$ cat src/rtl/hamming_enc_tx.sv
// Hamming(7,4) encoder with framed serial transmitter (start, 7 codeword bits LSB-first, stop).
// Optional build macro ERR_INJ_EN adds single-bit error injection for exercising the receiver.
//   state | meaning
//   IDLE  | waiting for a nibble, d_ready high
//   START | start bit (~IDLE_LEVEL) on tx
//   DATA  | codeword bits 1..7 on tx, r_idx selects the bit
//   STOP  | stop bit (IDLE_LEVEL) on tx
module hamming_enc_tx #(
   parameter int   BIT_CYCLES = 4,
   parameter logic IDLE_LEVEL = 1'b1
) (
   input  logic       i_clk,
   input  logic       i_rst,
   input  logic [3:0] i_d_in,
   input  logic       i_d_valid,
`ifdef ERR_INJ_EN
   input  logic       i_err_en,
   input  logic [2:0] i_err_pos,
`endif
   output logic       o_d_ready,
   output logic [7:0] o_p_out,
   output logic       o_p_valid,
   output logic       o_tx,
   output logic       o_busy,
   output logic       o_done
);

   localparam int            CW     = $clog2(BIT_CYCLES + 1);
   localparam logic [CW-1:0] RELOAD = CW'(BIT_CYCLES - 1);

   typedef enum logic [1:0] {IDLE, START, DATA, STOP} state_t;

   state_t        r_state, w_state_nxt;
   logic [CW-1:0] r_cnt, w_cnt_nxt;
   logic [2:0]    r_idx, w_idx_nxt;
   logic [7:0]    r_p_out, w_p_out_nxt;
   logic          r_p_valid, w_p_valid_nxt;
   logic          r_tx, w_tx_nxt;
   logic          r_done, w_done_nxt;
   logic [7:0]    w_code;
   logic [7:0]    w_cw;
   logic          w_tc;

   // {d4,d3,d2,p4,d1,p2,p1,0}
   assign w_code = {i_d_in[3], i_d_in[2], i_d_in[1],
                    i_d_in[1] ^ i_d_in[2] ^ i_d_in[3],
                    i_d_in[0],
                    i_d_in[0] ^ i_d_in[2] ^ i_d_in[3],
                    i_d_in[0] ^ i_d_in[1] ^ i_d_in[3],
                    1'b0};

`ifdef ERR_INJ_EN
   assign w_cw = (i_err_en && (i_err_pos != 3'd0)) ? (w_code ^ (8'd1 << i_err_pos)) : w_code;
`else
   assign w_cw = w_code;
`endif

   assign w_tc = (r_cnt == '0);

   always_comb begin
      w_state_nxt   = r_state;
      w_cnt_nxt     = r_cnt;
      w_idx_nxt     = r_idx;
      w_p_out_nxt   = r_p_out;
      w_p_valid_nxt = r_p_valid;
      w_done_nxt    = 1'b0;
      case (r_state)
         IDLE: begin
            if (i_d_valid) begin
               w_p_out_nxt   = w_cw;
               w_p_valid_nxt = 1'b1;
               w_cnt_nxt     = RELOAD;
               w_state_nxt   = START;
            end
         end
         START: begin
            if (w_tc) begin
               w_cnt_nxt   = RELOAD;
               w_idx_nxt   = 3'd1;
               w_state_nxt = DATA;
            end else begin
               w_cnt_nxt = r_cnt - CW'(1);
            end
         end
         DATA: begin
            if (w_tc) begin
               w_cnt_nxt = RELOAD;
               if (r_idx == 3'd7) w_state_nxt = STOP;
               else               w_idx_nxt   = r_idx + 3'd1;
            end else begin
               w_cnt_nxt = r_cnt - CW'(1);
            end
         end
         STOP: begin
            if (w_tc) begin
               w_state_nxt = IDLE;
               w_done_nxt  = 1'b1;
            end else begin
               w_cnt_nxt = r_cnt - CW'(1);
            end
         end
         default: w_state_nxt = IDLE;
      endcase
   end

   // tx is computed from the next state so the line is a clean register output
   always_comb begin
      w_tx_nxt = IDLE_LEVEL;
      case (w_state_nxt)
         START:   w_tx_nxt = ~IDLE_LEVEL;
         DATA:    w_tx_nxt = w_p_out_nxt[w_idx_nxt];
         default: w_tx_nxt = IDLE_LEVEL;
      endcase
   end

   always_ff @(posedge i_clk or posedge i_rst) begin
      if (i_rst) begin
         r_state   <= IDLE;
         r_cnt     <= '0;
         r_idx     <= 3'd0;
         r_p_out   <= 8'd0;
         r_p_valid <= 1'b0;
         r_tx      <= IDLE_LEVEL;
         r_done    <= 1'b0;
      end else begin
         r_state   <= w_state_nxt;
         r_cnt     <= w_cnt_nxt;
         r_idx     <= w_idx_nxt;
         r_p_out   <= w_p_out_nxt;
         r_p_valid <= w_p_valid_nxt;
         r_tx      <= w_tx_nxt;
         r_done    <= w_done_nxt;
      end
   end

   assign o_d_ready = (r_state == IDLE);
   assign o_busy    = (r_state != IDLE);
   assign o_p_out   = r_p_out;
   assign o_p_valid = r_p_valid;
   assign o_tx      = r_tx;
   assign o_done    = r_done;

endmodule

$ cat config.mk
export PLATFORM = sky130hd
export DESIGN_NAME = hamming_enc_tx
export DESIGN_NICKNAME = d
export VERILOG_FILES = /design/src/rtl/hamming_enc_tx.sv
export SDC_FILE = /design/constraint.sdc
export NUM_CORES = 1
export LEC_CHECK = 0
export CORE_ASPECT_RATIO = 0.75
export CORE_UTILIZATION = 45
export DETAILED_ROUTE_END_ITERATION = 10
export PLACE_DENSITY = 0.76
export SLEW_MARGIN = 20
export SYNTH_ARGS = -nofsm -noshare
export SYNTH_HDL_FRONTEND = slang
export SYNTH_SLANG_ARGS = --single-unit
$ cat constraint.sdc
create_clock -name i_clk -period 2.2 [get_ports i_clk]
set_input_delay 0.33 -clock i_clk [delete_from_list [all_inputs] [get_ports i_clk]]
set_output_delay 0.33 -clock i_clk [all_outputs]
set_load 0.01 [all_outputs]
==> results by group, run 1 <==
Drt
  • Final wirelength: 2297 µm
  • Vias post-DR: 879
  • ANT nets after route: 0
  • Via/cell ratio: 5.393
  • Iter 0 DRT Violations: 22
  • Drt pass-1 iters: 4
  • WL per Instance: 14.09 µm
  • DRC violations left: 0

Floorplanning
  • Die Width: 58.63 µm
  • Die height: 44.47 µm
  • Core area: 0.002137 mm²
  • I/O Pins: 20
  • Die ar.: 0.002607 mm²
  • Core Rows: 14
  • Starting Density: 0.5064

Global route
  • GRT overflow: 0
  • Vias in the first global route: 827
  • Initial antenna violation count: 0
  • GR Util All Layers: 0.2036
  • First-pass GRT wire length: 3822 µm
  • Largest net degree at the start of global routing: 20

Finish
  • Multi-input gate area in the final layout: 580.6 µm²
  • Register area: 476.7 µm²
  • Final-stage net count: 146
  • Antenna Cells: 0
  • Filler Cell Count: 178
  • Share of cells above drive strength 1: 0.2214
  • Final Instance Area: 0.001423 mm²
  • Layout Utilization: 0.6657
  • Syn-to-layout area delta: 31.44%

Placement
  • # port buffers: 19
  • GP Congestion: 0.8215
  • DP HPWL: 1748 µm
  • Post-DP Area: 0.001348 mm²

Clocking
  • Cts bufs inserted: 3
  • CTS clk-pin slew, worst paths: 0.12 ns
  • Root buffer cell: clkbuf_4
  • Clock latency on the worst-skew pair: 0.31 ns
  • CTS tree: yes
  • H-tree levels: 1
  • Hold buffer count at cts: 0
  • Worst-case clock buffer depth: 2
  • CTS sink cnt: 19

Synth
  • Top FF cell, synth: dfrtp_1
  • Yosys top cell by area: dfrtp_1
  • Post-synth top area share: 0.4162
  • Async SR Flop Fraction: 1.000
  • Synth Instances: 101
  • Ys Warns: 0
  • Synthesized area per cell: 10.72 µm²
  • Seq cells post-synth: 19
  • Syn_nets: 115
  • Share of the yosys chip area belonging to registers: 0.4405
  • Post-synth EDFFs: 0
  • Netlist cell types: 38
  • Cell Area, Synth: 0.001082 mm²
  • Synth top area cells: dfrtp_1 (42%), ha_1 (8.1%), mux2_2 (5.2%)

Worst setup path
  • Number of cells on the worst reg-to-reg path: 8
  • Worst EP arrival: 2.36 ns
  • Worst Path Required: 2.44 ns
  • Crit path launch type: flip-flop
  • Critical path class: reg -> reg
  • Largest driver fanout on the critical path: 5
  • Crit. End Element: flip-flop

Timing
  • Fin crit share: 0.9645
  • Max Freq: 471.3 MHz
  • Relative slew slack: 0.5180
  • Setup Skew: 0.006017 ns
  • Final Hold Viols: 0
  • Setup Total Neg Slack: 0 ns
  • Worst Tran Pin Value: 0.7222 ns
  • Fin. max-slew vios: 0
  • Min Tclk post-route: 2.122 ns
  • RSZ-0062 raised after global routing: false
  • Setup violators final: 0

Min path
  • Hold Crit Class: in -> async

Power
  • Switching part of the total: 0.3904
  • Sequential share of power: 0.291
  • Pwr dens: 1342 mW/mm²
  • Pint: 1164 µW
  • Clock Power Share: 0.099
  • Worst vdd ir: 592.7 µV
  • Combinational power share: 0.610
  • Leak: 0.0006389 µW
  • Power, Total: 1910 µW
  • Sw power: 745.4 µW

Outcome
  • Outcome: finished, final reports clean

Run
  • Max capacitance violation total: 0
through the flow:
stage | setup WS [ns] | std cells | hold slack (ns)
floorplan | 0.1055 | 101 | 0.2804
global placement | 0.08372 | 157 | 0.4495
detailed placement | 0.003880 | 157 | 0.4581
CTS | 0.04618 | 162 | 0.4533
global route | 0.009116 | 163 | 0.4965
finish | 0.07814 | 163 | 0.4286
state kept, by name, summed over array words and instances (netlist names):
register and count:
o_p_out 8, r_cnt 3, r_state 2, r_idx 3, o_tx 1, o_done 1
o_p_valid 1
power by group through the flow:
stage / Clock (µW) / Sequential (µW) / Combinational [µW]
after floorplan: 0 / 590 / 635
final: 189 / 555 / 1170
after global placement: 0 / 556 / 1060
after CTS: 194 / 553 / 1100
after global routing: 210 / 573 / 1270
after detailed placement: 0 / 563 / 1070
cells in the final DEF, fill, tap and decap left out, types with 2 or more instances in the layout:
master           count
a21o_1               2
a21oi_1              6
a221o_1              2
a32oi_1              2
and2_1               2
and3_1               3
buf_4                9
clkbuf_4             3
clkdlybuf4s50_1     19
dfrtp_1             18
ha_1                 5
ha_4                 2
inv_1                8
inv_2                2
mux2_2               5
mux2i_1              2
nand2_1              3
nand2b_1             2
nand3_1              3
nor2_1               4
nor3_1               2
o21ai_0              2
o21ai_1              2
o22a_1               2
xnor2_1              3
routing by layer:
metal | vias up | global-route usage | wire length [µm]
li1 | 431 | - | -
met4 | 0 | 0.04286 | 15
met3 | 2 | 0.06140 | 68
met2 | 13 | 0.2943 | 960
met1 | 433 | 0.3013 | 1252
met5 | - | 0 | 0
timing repair:
item	4_1_cts	5_1_grt
resized for setup	1	6
pin swaps	1	1
setup buffers	1	1
endpoints found under the setup margin	1	1
critical path: stages (launching register included):
cell	delay, ns
dfrtp_1	0.40
buf_4	0.14
ha_1	0.20
or3b_2	0.48
o31ai_2	0.10
nor3_4	0.11
mux2i_1	0.13
o311a_1	0.30
a32oi_1	0.20
cells in the mapped netlist, types with 2 or more instances:
library cell	n
xnor2_1	3
a21o_1	2
nand2b_1	2
and2_1	2
inv_1	10
and3_1	3
dfrtp_1	18
nor2_1	4
o21ai_0	3
nor3_1	2
mux2_2	5
o31ai_1	2
a21oi_1	6
nand3_1	3
nand2_1	3
a32oi_1	2
a221o_1	2
o22a_1	2
mux2i_1	2
ha_1	7
cell families (layout without fill, tap and decap cells):
family                     after synthesis  count (layout)  synth area share
muxes                                    7               7           0.07052
and+or+nand+nor                         25              25            0.1445
xor gates and xnor gates                 3               3           0.02428
buffers and inverters                   12              42           0.05086
adders and majority gates                7               7           0.08092
AOI/OAI and AO/OA                       28              28            0.1884
DFF                                     19              19            0.4405
worst paths after layout:
| path | from | endpoint | slack [ns] |
|---|---|---|---|
| setup reg to reg | r_state[1] | o_tx | 0.08 |
| hold reg to reg | o_p_valid | o_p_valid | 0.48 |
| setup / recovery | r_state[1] | o_tx | 0.08 |
| hold / removal | i_rst | o_p_out[4] | 0.43 |
| min in group i_clk | o_p_valid | o_p_valid | 0.48 |
| max in group asynchronous | i_rst | o_p_out[3] | 1.32 |
area by class of cell:
class	count	share of cell area
multi-input cells	70	0.4081
well taps	32	0.02814
repair buffers	28	0.1812
flip-flops and latches	19	0.3351
clock buffers	3	0.01583
clock inverters	1	0.005277
inverters	10	0.02639
(Power assumes the default switching activity.)
==> run 2: changes to the inputs <==
Settings changed: CORE_MARGIN set to 2.
==> results by group, run 2 (synthesis results as in run 1) <==
Clocking
  • Hold buffer count at cts: 0 (unchanged)
  • Root buffer cell: clkbuf_4
  • CTS sink cnt: 19 (unchanged)
  • Clock latency on the worst-skew pair: 0.32 ns (about the same)
  • CTS tree: yes
  • CTS clk-pin slew, worst paths: 0.12 ns (about the same)
  • Worst-case clock buffer depth: 2 (unchanged)
  • Cts bufs inserted: 3 (unchanged)
  • H-tree levels: 1 (unchanged)

Worst setup path
  • Worst Path Required: 2.43 ns (about the same)
  • Crit. End Element: flip-flop
  • Crit path launch type: flip-flop
  • Largest driver fanout on the critical path: 5 (unchanged)
  • Worst EP arrival: 2.39 ns (+0.03 ns)
  • Crit Reg-Reg Startpoint: r_state[1]
  • CP bufs+invs: 2 (+1)
  • Worst setup path end: o_tx
  • Crit. Startpoint: r_state[1]
  • Slowest CP cell: dfrtp_1
  • Stages on the worst setup path: 9 (+1)
  • Cell family contributing the most delay on the critical path: simple AND/OR/NAND/NOR gates
  • Crit-path cells: inv_2 -> ha_4 -> and3b_1 -> and3_4 -> nor3_4 -> buf_4 -> mux2_2 -> nand3_2 -> a32oi_2
  • R2R setup slack: 0.04 ns (-0.04 ns)
  • Number of cells on the worst reg-to-reg path: 9 (+1)
  • CP max stage delay: 0.42 ns (-0.06 ns)
  • Reg2reg end: o_tx
  • Critical path class: reg -> reg

Drt
  • Metal2 WL: 1113 µm (+16%)
  • Max layer used: met4
  • WL per Instance: 14.68 µm (+4.1%)
  • Met3 routed WL: 149 µm (+120%)
  • Iter 0 DRT Violations: 23 (+4.5%)
  • Vias post-DR: 919 (+4.6%)
  • Drt pass-1 iters: 4 (unchanged)
  • Final wirelength: 2495 µm (+8.6%)
  • ANT nets after route: 0 (unchanged)
  • DRT met1 WL: 1176 µm (-6.1%)
  • Via/cell ratio: 5.406 (+0.25%)
  • DRC violations left: 0 (unchanged)

Floorplanning
  • Core Rows: 15 (+1)
  • Die Width: 60.63 µm (+3.4%)
  • Starting Density: 0.4727 (-0.03376)
  • Die height: 46.47 µm (+4.5%)
  • I/O Pins: 20 (unchanged)
  • Die ar.: 0.002817 mm² (+8.1%)
  • Core area: 0.002290 mm² (+7.1%)

Global route
  • First-pass GRT wire length: 4167 µm (+9.0%)
  • GRT overflow: 0 (unchanged)
  • Largest net degree at the start of global routing: 20 (unchanged)
  • Vias in the first global route: 905 (+9.4%)
  • GR Util All Layers: 0.2097 (+0.006155)
  • Initial antenna violation count: 0 (unchanged)

Finish
  • Syn-to-layout area delta: 37.23%
  • Commonest non-fill, non-tap cell in the layout: clkdlybuf4s50_1
  • Share of cells above drive strength 1: 0.2721 (+0.05068)
  • Antenna Cells: 0 (unchanged)
  • Post-route insts no fill: 170 (+4.3%)
  • Max reg flops: 8 (unchanged)
  • Layout Utilization: 0.6486 (-0.01706)
  • Final Instance Area: 0.001485 mm² (+4.4%)
  • Most frequent cells in the layout: clkdlybuf4s50_1 (19), dfrtp_1 (17), buf_4 (14)
  • Final-stage net count: 151 (+3.4%)

Timing
  • Worst Tran Pin Value: 0.7516 ns (+0.02939 ns)
  • Fin crit share: 0.9838 (+0.01935)
  • Setup violators final: 0 (unchanged)
  • Relative slew slack: 0.4984 (-0.01962)
  • Min Tclk post-route: 2.164 ns (+0.04257 ns)
  • Setup Total Neg Slack: 0 ns (unchanged)
  • Worst setup margin: 0.03558 ns (-0.04257 ns)
  • Max Freq: 462.0 MHz (-2.0%)
  • Setup Skew: 0.01808 ns (+0.01206 ns)
  • Fin. max-slew vios: 0 (unchanged)
  • Final Hold Viols: 0 (unchanged)
  • RSZ-0062 raised after global routing: true

Placement
  • DP HPWL: 1814 µm (+3.7%)
  • Dpl cells: 158 (+0.64%)
  • Pre-CTS setup slack: -0.07251 ns (-0.07639 ns)
  • GP Congestion: 0.8212 (about the same)
  • Post-DP Area: 0.001343 mm² (-0.37%)
  • # port buffers: 19 (unchanged)

Outcome
  • Outcome: finished, final reports clean

Min path
  • Hold Crit Class: in -> async

Power
  • Worst vdd ir: 643.9 µV (+8.6%)
  • Pwr dens: 1369 mW/mm² (+2.0%)
  • Leak: 0.0006691 µW (+4.7%)

Run
  • Max capacitance violation total: 0 (unchanged)
-- run 2: timing repair --
action | in CTS | in global routing
cloned | 0 | 0
pin swaps | 2 | 2
buffers inserted | 3 | 5
resized for setup | 7 | 5
hold endpoints to repair | 0 | 0
endpoints found under the setup margin | 2 | 1
-- run 2: final cells by class --
cell class / instances / area (µm²)
fillers: 190 / 804.5
inverters: 10 / 37.54
well taps: 34 / 42.54
repair buffers: 33 / 295.3
clock inverters: 1 / 5.005
flip-flops and latches: 19 / 478.0
clock buffers: 3 / 22.52
multi-input cells: 70 / 604.3
-- run 2: stage by stage --
step / power, µW / hold slack (ns)
3_3_place_gp: 1598 / 0.4520
4_1_cts: 1939 / 0.4420
6_report: 2033 / 0.4280
2_1_floorplan: 1224 / 0.2804
3_5_place_dp: 1637 / 0.4521
5_1_grt: 2178 / 0.5127
-- run 2: worst min-delay path by stage --
stage,from,depth (start not counted),end,slack (ns)
3_3_place_gp,o_p_valid,1,o_p_valid,0.45
5_1_grt,o_p_valid,1,o_p_valid,0.51
4_1_cts,i_rst,2,o_p_valid,0.44
3_5_place_dp,o_p_valid,1,o_p_valid,0.45
6_report,i_rst,2,o_p_valid,0.43
2_1_floorplan,i_rst,1,o_done,0.28
-- run 2: layer usage --
layer | global-route usage | vias up
met1 | 0.2759 | 447
met4 | 0.06522 | 0
li1 | - | 440
met5 | 0 | -
met2 | 0.3312 | 25
met3 | 0.06742 | 7
-- run 2: power breakdown --
part | leakage, µW | internal (µW) | switching (µW)
registers | 0.000234 | 485 | 77.6
clock network | 0.0000177 | 68.1 | 117
logic | 0.000418 | 695 | 590
==> run 3: changes to the inputs <==
Settings changed: CTS_CLUSTER_SIZE set to 14.
==> results of run 3 <==
No change in the layout: final DEF, timing and power equal those of run 2.
